$ cat src/rtl/sme_alu_issue.sv
// SME ALU issue stage: gathers rs1/rs2 shares from the share bank, hands them to
// the ALU over valid/ready, then writes the result shares back to rd.

module sme_alu_share #(
    parameter int XLEN = 32
) (
    input  logic            g_clk,
    input  logic            g_reset,
    input  logic            clr,
    input  logic            cap_en,
    input  logic            cap_sel,
    input  logic [XLEN-1:0] rdata,
    output logic [XLEN-1:0] rs1,
    output logic [XLEN-1:0] rs2
);
    logic [XLEN-1:0] rs1_q, rs2_q;

    always_ff @(posedge g_clk or posedge g_reset) begin
        if (g_reset) begin
            rs1_q <= '0;
            rs2_q <= '0;
        end else if (clr) begin
            rs1_q <= '0;
            rs2_q <= '0;
        end else if (cap_en) begin
            if (cap_sel) rs2_q <= rdata;
            else         rs1_q <= rdata;
        end
    end

    // Bypass the share being captured so the ALU sees a complete operand in the
    // first ISSUE cycle; the registered copy holds the same value afterwards.
    assign rs1 = (cap_en && !cap_sel) ? rdata : rs1_q;
    assign rs2 = (cap_en &&  cap_sel) ? rdata : rs2_q;
endmodule

module sme_alu_issue #(
    parameter int XLEN = 32,
    parameter int SMAX = 4
) (
    input  logic                 g_clk,
    input  logic                 g_reset,
    input  logic [3:0]           smectl_d,
    input  logic                 flush,
    input  logic                 cmd_valid,
    output logic                 cmd_ready,
    input  logic [3:0]           cmd_op,
    input  logic [4:0]           cmd_rs1,
    input  logic [4:0]           cmd_rs2,
    input  logic [4:0]           cmd_rd,
    input  logic [4:0]           cmd_shamt,
    output logic                 bank_ren,
    output logic [4:0]           bank_raddr,
    output logic [3:0]           bank_rshare,
    input  logic [XLEN-1:0]      bank_rdata,
    output logic                 bank_wen,
    output logic [4:0]           bank_waddr,
    output logic [3:0]           bank_wshare,
    output logic [XLEN-1:0]      bank_wdata,
    output logic                 alu_valid,
    input  logic                 alu_ready,
    output logic [11:0]          alu_op,
    output logic [4:0]           alu_shamt,
    output logic [SMAX*XLEN-1:0] alu_rs1,
    output logic [SMAX*XLEN-1:0] alu_rs2,
    input  logic [SMAX*XLEN-1:0] alu_rd,
    output logic                 done,
    output logic                 err
);
    localparam int SIW = (SMAX > 1) ? $clog2(SMAX) : 1;

    typedef enum logic [2:0] {IDLE, RD1, RD2, ISSUE, WR} state_t;
    state_t state, state_nx;

    logic [3:0]  cnt, d_eff, d_in;
    logic [4:0]  rs1_q, rs2_q, rd_q;
    logic        cap_vld, cap_sel, err_q, legal, accept, last, unary;
    logic [3:0]  cap_idx;
    logic [SMAX-1:0][XLEN-1:0] rs1_sh, rs2_sh, rd_sh;

    assign legal  = cmd_op < 4'd12;
    assign accept = (state == IDLE) && cmd_valid && !flush && legal;
    assign last   = cnt == d_eff - 4'd1;
    assign unary  = |alu_op[11:8];

    always_comb begin
        d_in = smectl_d;
        if (smectl_d < 4'd2)          d_in = 4'd2;
        else if (smectl_d > 4'(SMAX)) d_in = 4'(SMAX);
    end

    always_ff @(posedge g_clk or posedge g_reset) begin
        if (g_reset) state <= IDLE;
        else         state <= state_nx;
    end

    always_comb begin
        state_nx    = state;
        cmd_ready   = state == IDLE;
        bank_ren    = 1'b0;
        bank_raddr  = '0;
        bank_rshare = '0;
        bank_wen    = 1'b0;
        bank_waddr  = '0;
        bank_wshare = '0;
        bank_wdata  = '0;
        alu_valid   = 1'b0;
        done        = 1'b0;
        case (state)
            IDLE:  if (accept) state_nx = RD1;
            RD1: begin
                bank_ren    = 1'b1;
                bank_raddr  = rs1_q;
                bank_rshare = cnt;
                if (last) state_nx = unary ? ISSUE : RD2;
            end
            RD2: begin
                bank_ren    = 1'b1;
                bank_raddr  = rs2_q;
                bank_rshare = cnt;
                if (last) state_nx = ISSUE;
            end
            ISSUE: begin
                alu_valid = 1'b1;
                if (alu_ready) state_nx = WR;
            end
            WR: begin
                // rd==0 still walks the WR cycles so done keeps its fixed latency
                bank_wen    = rd_q != 5'd0;
                bank_waddr  = rd_q;
                bank_wshare = cnt;
                bank_wdata  = rd_sh[cnt[SIW-1:0]];
                done        = last;
                if (last) state_nx = IDLE;
            end
            default: state_nx = IDLE;
        endcase
        if (flush) begin
            state_nx  = IDLE;
            bank_ren  = 1'b0;
            bank_wen  = 1'b0;
            alu_valid = 1'b0;
            done      = 1'b0;
        end
    end

    always_ff @(posedge g_clk or posedge g_reset) begin
        if (g_reset) begin
            cnt       <= '0;
            d_eff     <= 4'd2;
            rs1_q     <= '0;
            rs2_q     <= '0;
            rd_q      <= '0;
            alu_op    <= '0;
            alu_shamt <= '0;
            cap_vld   <= 1'b0;
            cap_sel   <= 1'b0;
            cap_idx   <= '0;
            rd_sh     <= '0;
            err_q     <= 1'b0;
        end else begin
            if (state_nx != state)                      cnt <= '0;
            else if (state != IDLE && state != ISSUE)   cnt <= cnt + 4'd1;
            if (accept) begin
                d_eff     <= d_in;
                rs1_q     <= cmd_rs1;
                rs2_q     <= cmd_rs2;
                rd_q      <= cmd_rd;
                alu_op    <= 12'd1 << cmd_op;
                alu_shamt <= cmd_shamt;
            end
            cap_vld <= bank_ren;
            cap_sel <= state == RD2;
            cap_idx <= cnt;
            if (alu_valid && alu_ready) rd_sh <= alu_rd;
            err_q <= (state == IDLE) && cmd_valid && !flush && !legal;
        end
    end

    assign err = err_q;

    for (genvar i = 0; i < SMAX; i++) begin : g_share
        sme_alu_share #(.XLEN(XLEN)) u_share (
            .g_clk   (g_clk),
            .g_reset (g_reset),
            .clr     (accept),
            .cap_en  (cap_vld && cap_idx == 4'(i)),
            .cap_sel (cap_sel),
            .rdata   (bank_rdata),
            .rs1     (rs1_sh[i]),
            .rs2     (rs2_sh[i])
        );
    end

    assign alu_rs1 = rs1_sh;
    assign alu_rs2 = rs2_sh;
endmodule

$ cat config.mk
export PLATFORM = sky130hd
export DESIGN_NAME = sme_alu_issue
export DESIGN_NICKNAME = d
export VERILOG_FILES = /design/src/rtl/sme_alu_issue.sv
export SDC_FILE = /design/constraint.sdc
export NUM_CORES = 1
export LEC_CHECK = 0
export CORE_ASPECT_RATIO = 1.4
export CORE_UTILIZATION = 44
export CTS_BUF_LIST = sky130_fd_sc_hd__clkbuf_4 sky130_fd_sc_hd__clkbuf_8 sky130_fd_sc_hd__clkbuf_16
export DETAILED_ROUTE_END_ITERATION = 10
export GPL_TIMING_DRIVEN = 0
export PLACE_DENSITY = 0.77
export SYNTH_ARGS = -nofsm -noshare
export SYNTH_HDL_FRONTEND = slang
export SYNTH_SLANG_ARGS = --single-unit
$ cat constraint.sdc
create_clock -name g_clk -period 13.1 [get_ports g_clk]
set_input_delay 1.31 -clock g_clk [delete_from_list [all_inputs] [get_ports g_clk]]
set_output_delay 1.31 -clock g_clk [all_outputs]
set_load 0.005 [all_outputs]
# Yosys cells after proc, flatten, opt, wreduce, memory -nomap -nowiden
# Cells that the tools add are included.
dict set report totals {
  ff_bits 434
  input_bits 193
  out_inout_bits 329
  elab_cells 136
}
dict set report op_classes {
  add_sub_neg 2
  magnitude_cmp 4
  eq_ne 11
  shift 1
  n_mux 53
  reduce_logical 41
}
# operator n
set op_table {}
lappend op_table {{32-bit two-way mux} 28}
lappend op_table {{32-bit binary-select mux with 2-bit select} 1}
lappend op_table {{4-bit two-way mux} 6}
lappend op_table {{1-bit logical AND} 18}
lappend op_table {{3-bit two-way mux} 6}
lappend op_table {{2-bit AND reduction} 8}
lappend op_table {{3-bit one-hot mux with 5 select lines} 1}
lappend op_table {{2-bit nonzero test} 6}
lappend op_table {{1-bit by 4-bit left shift with 12-bit output (first input constant)} 1}
lappend op_table {{5-bit one-hot mux with 2 select lines} 1}
lappend op_table {{1-bit two-way mux} 9}
lappend op_table {{4-bit by 2-bit == test with 1-bit output (second input constant)} 2}
lappend op_table {{3-bit by 2-bit == test with 1-bit output (second input constant)} 2}
lappend op_table {{5-bit two-way mux} 1}
lappend op_table {{5-bit nonzero test} 1}
lappend op_table {{4-bit by 1-bit adder with 4-bit output (second input constant)} 1}
lappend op_table {{4-bit by 1-bit == test with 1-bit output (second input constant)} 1}
lappend op_table {{4-bit == test} 1}
lappend op_table {{4-bit by 3-bit greater-than comparator with 1-bit output (second input constant)} 1}
lappend op_table {{4-bit zero test} 1}
lappend op_table {{4-bit by 2-bit < comparator with 1-bit output (second input constant)} 1}
lappend op_table {{4-bit < comparator (second input constant)} 1}
lappend op_table {{4-bit OR reduction} 1}
lappend op_table {{4-bit by 1-bit subtractor with 4-bit output (second input constant)} 1}
lappend op_table {{other kinds (10)} 12}

# Logic depth before layout (Yosys ltp)
dict set report logic_depth {
  ltp_word 9
  ltp_mapped 8
  depth_no_buf 6
}

# Hierarchy
# Synthesis repeated with hierarchy kept, for this count alone.
dict set report unflattened {
  cells_unflattened 1877
  area_unflattened_um2 23114.7
}
# mod instances cells_each area_each_um2 seq_area_each_um2
set by_module_without_submodules {}
lappend by_module_without_submodules {sme_alu_share 4 316 3754.9 1601.5}
lappend by_module_without_submodules {sme_alu_issue 1 613 8095.3 4455.5}

# Worst setup path after synthesis
# Ideal clock, no wire load.
dict set report synth_timing {
  path_type {input to output}
  startpoint {in flush}
  endpoint {out alu_valid}
  t_arrival_ns 1.660
  t_required_ns 11.790
  setup_slack_ns 10.130
  path_stages 2
  path_buffers 0
  path_cell_list {nor2_4 -> and3_1}
}
dict set report synth_between {
  elab_chain_cells 1
}
# item line
set synth_rtl {}
lappend synth_rtl {{start: declaration} 44} ;# input logic flush,
lappend synth_rtl {{1-bit two-way mux} 138} ;# if (flush) begin
lappend synth_rtl {{end: declaration} 60} ;# output logic alu_valid,
# No other way between the ends.

# Worst setup path after layout
dict set report layout_timing {
  startpoint {in bank_rdata[5]}
  endpoint {out alu_rs1[37]}
}
dict set report layout_between {
  elab_chain_cells 1
}
# item line
set layout_rtl {}
lappend layout_rtl {{start: declaration} 55} ;# input logic [XLEN-1:0] bank_rdata,
lappend layout_rtl {{32-bit two-way mux} 33} ;# assign rs1 = (cap_en && !cap_sel) ? rdata : rs1_q;
lappend layout_rtl {{end: declaration} 64} ;# output logic [SMAX*XLEN-1:0] alu_rs1,
# No other way between the ends.

==> impl.org <==
** Run status
- Run status :: finished, violations left
- Violations in the final reports :: design-rule violations

** Clocking
- In this run, CTS created clock tree buffers numbering 44.
- In this run, post-CTS repair resized a total of 0 instances.
- Register clock-pin slew on the reported worst setup and hold paths :: 60 ps
- The tree is rooted in a sky130_fd_sc_hd__clkbuf_16.
- The clock net in this run drives a total of 434 sinks.
- The H-tree generated during clock tree synthesis spans 2 levels.
- After clock tree synthesis, the flow added hold-fix buffers numbering 0.
- The clock reaches the later pin of the worst-skew pair after 550 ps.
- Buffers inserted during post-CTS setup optimization :: 0
- Clock tree from TritonCTS :: done
- The clock passes through at most 3 buffers.

** Place
- IO Port Bufs :: 521
- Final weighted congestion in routability-driven placement :: 0.859
- HPWL after detailed placement :: 45.8 mm

** Critical path
- Maximum net fanout on the critical path :: 8
- In this design, the stage delay of the slowest critical-path cell is 890 ps.
- Critical path cell sequence :: clkdlybuf4s50_1, mux2_2, clkdlybuf4s50_1
- Counting cells, the worst reg-to-reg path comes to 8.
- In this run the number of cells on the critical path is 3.
- The worst setup path is captured at a primary output.
- Most prevalent standard cell on the critical path :: sky130_fd_sc_hd__clkdlybuf4s50_1
- At the worst endpoint, the required time is 11,790 ps.
- The worst setup path is of the in -> out kind.
- Counting both buffers and inverters, the worst setup path holds a total of 2.
- Data arrives at the worst endpoint at 3090 ps.
- Nature of the critical path startpoint :: input pin
- The slowest stage of the critical path belongs to the cell sky130_fd_sc_hd__clkdlybuf4s50_1.
- Largest delay contributor family on the critical path :: buffers and inverters

** Timing
- Setup TNS Final :: 0 ps
- Period Utilization, post-route :: 33.6%
- On the final layout, the worst clock skew is 14.4 ps.
- The worst path in the final design needs a cycle of 4400 ps, including I/O delays and setup.
- Number of setup violations in the final report :: 0
- The worst pin sits at a relative slew slack of 41.0%.
- Timing would allow up to 228 MHz.
- The hold violation count in the final report came to 0.
- Unrepaired setup endpoints after global routing :: no
- The count of final max-slew check failures came to 0.
- Tightest hold margin :: 401 ps
- Measured slew at the worst slew-check pin :: slightly below 900 ps

** Drt
- Count of nets left with antenna violations after detail routing :: 0
- Vias per Instance :: 5.26
- # DRC :: 42
- Final routed wirelength across all metal layers :: 59.6 mm
- Initial DRT Pass Iterations :: 9
- Average wire per standard cell :: ~23 um
- Vias :: 13,700
- Initial DRC Count :: 670

** Cells and area
- Final-stage net count :: approximately 2,200
- The repair_antennas step left the layout with diodes totalling 0.
- Share of layout cells above drive strength 1 :: 27.8%
- Compared with the post-synthesis result, the final layout area differs by 38.7%.

** Min path
- Instance count along the most critical hold path :: 0
- Worst hold path type :: reg -> reg

** Synthesis
- Synth warn :: 0
- Of all flip-flops after synthesis, the portion carrying an async set or reset was 100%.
- Distinct cell type count of the synthesized netlist :: 48
- Synthesized netlist net count :: 1,632
- Yosys mapped a number of flops with a built-in enable equal to 0.
- In the synthesized netlist, the number of instances is 1,437.
- Portion of synthesized cell area occupied by the leading cell type :: 55.7%
- Avg Cell Area, Syn :: about 14 um^2
- Sorting the synthesized cells by area gives the leading types as sky130_fd_sc_hd__dfrtp_1, sky130_fd_sc_hd__mux2_2, sky130_fd_sc_hd__and2_1.
- Top FF cell, synth :: sky130_fd_sc_hd__dfrtp_1
- Summing every instance area after synthesis gives roughly 19,000 um^2.
- The synthesized design contains approximately 430 register bits.
- The synthesized design spends more area on one cell type than any other, namely sky130_fd_sc_hd__dfrtp_1.
- For this run, the register share of the synthesized area comes to 55.9%.

** Floorplan
- Once the floorplan was initialized, standard cells occupied 44.8% of the core.
- Row generation in the floorplan step produced 90 rows.
- Chip height :: 251 um
- 522 I/O pins were placed.
- Total die area :: 45,000 um^2
- Core outline area :: 43,400 um^2
- Die width :: 180 um

** Global route
- For this run, the total global-route usage over all layers was measured as a little over a quarter.
- The initial antenna violation count came to 0.
- The via count of the first global-routing pass came to about 15,000.
- Entering global routing, the biggest net connects 44 pins.
- Summed over all layers, the global routing overflow is 0.
- The first global-routing pass estimated 91.5 mm of wire.

** Power
- In this run, the clock network consumes 33.0% of the power.
- Net Switching :: ~1.0 mW
- Share of power burned in registers :: a little over two fifths
- Largest vdd supply drop :: 109 uV
- Static leakage power :: 13.0 nW
- Dividing total power by cell area gives a power density of 139 nW/um^2.
- The internal power of the cells totals 2.73 mW.
- Net switching is 26.9% of the power.
- In this run, the combinational gates consume 25.0% of the power.

** Job
- Across the run, the number of max-cap violations was 0.
[layout make-up]
class,instances,area [um^2]
Multi-Input combinational cell,900,8040
Sequential cell,434,10900
Fill cell,3387,16400
Timing Repair Buffer,532,5440
Clock buffer,68,1340
Tap cell,552,691
Inverter,7,30.0
Buffer,96,507
Clock inverter,9,56.3
[cell usage after synthesis, drive strengths merged, types with 5 or more instances]
master and n:
nor3 8, inv 7, xor2 7, dfrtp 433, buf 56, o21ai 14, and3 49, mux4 32
a22oi 5, nor2 16, and2 257, mux2 384, clkbuf 40, nand2 87
[metrics by stage]
stage	util [%]	std cells	setup slack [ps]	instance area [um^2]	power (mW)
2_1_floorplan	-	1437	5930	19400	2.03
3_3_place_gp	58.5	2510	3050	25300	2.50
3_5_place_dp	59.0	2521	8680	25600	2.53
4_1_cts	62.2	2598	8670	27000	3.77
5_1_grt	62.2	2598	8610	27000	3.90
6_report	62.2	2598	8700	27000	3.74
[cells in the final DEF, fill, tap and decap left out, drive strengths merged, types with 2 or more instances in the layout]
cell	synthesis	final
clkdlybuf4s50	0	521
dfrtp	433	433
mux2	384	384
and2	257	257
clkbuf	40	108
nand2	87	87
buf	56	67
and3	49	49
mux4	32	32
nor2	16	16
o21ai	14	14
inv	7	9
nor3	8	8
xor2	7	7
clkinv	0	6
a22oi	5	5
nand3	4	4
nor2b	3	3
a21oi	3	3
a32o	3	3
nand4	2	2
and4bb	2	2
xnor2	2	2
nand3b	2	2
ha	2	2
or4	2	2
[registers in the layout, indices dropped and copies added, names as in the netlist, 3 cells and up]
| register | cells |
|---|---|
| rd_sh | 128 |
| alu_shamt | 5 |
| rs2_q | 5 |
| rs1_q | 5 |
| state | 3 |
| g_share.u_share.rs1_q | 128 |
| d_eff | 4 |
| alu_op | 12 |
| cnt | 4 |
| rd_q | 5 |
| g_share.u_share.rs2_q | 128 |
| cap_idx | 4 |
[metal layers]
metal | global-route usage [%] | share of wire [%]
met1 | 28.7 | 35
met2 | 50.2 | 54
met3 | 7.44 | 7.5
met4 | 9.98 | 3.6
met5 | 0 | 0
[power by group through the flow]
stage	sequential, mW	combinational (mW)	clock [mW]
6_report	1.57	0.933	1.23
4_1_cts	1.57	0.944	1.26
3_3_place_gp	1.59	0.914	0
5_1_grt	1.59	1.00	1.31
2_1_floorplan	1.57	0.453	0
3_5_place_dp	1.59	0.939	0
[cell families after synthesis]
logic type,count (synthesis),share of synthesized area (%)
multiplexers,417,26.6
flip-flops,434,55.9
adder cells (fa/ha/maj),2,0.129
AO/OA/AOI/OAI,34,1.21
AND/OR/NAND/NOR,437,12.9
buffers and inverters,103,2.74
XOR/XNOR,10,0.521
[worst paths after layout]
path                               start                      endpoint  slack, ps
min in group asynchronous        g_reset                    rd_sh[101]       1300
setup / recovery           bank_rdata[5]                   alu_rs1[37]       8700
setup reg to reg                state[0]                       rd_q[1]      10940
max in group asynchronous        g_reset  g_share[3].u_share.rs2_q[15]      10320
hold / removal                    cnt[1]                    cap_idx[1]        400
hold reg to reg                   cnt[1]                    cap_idx[1]        400
Note: power is estimated with default switching activity, not from simulation.
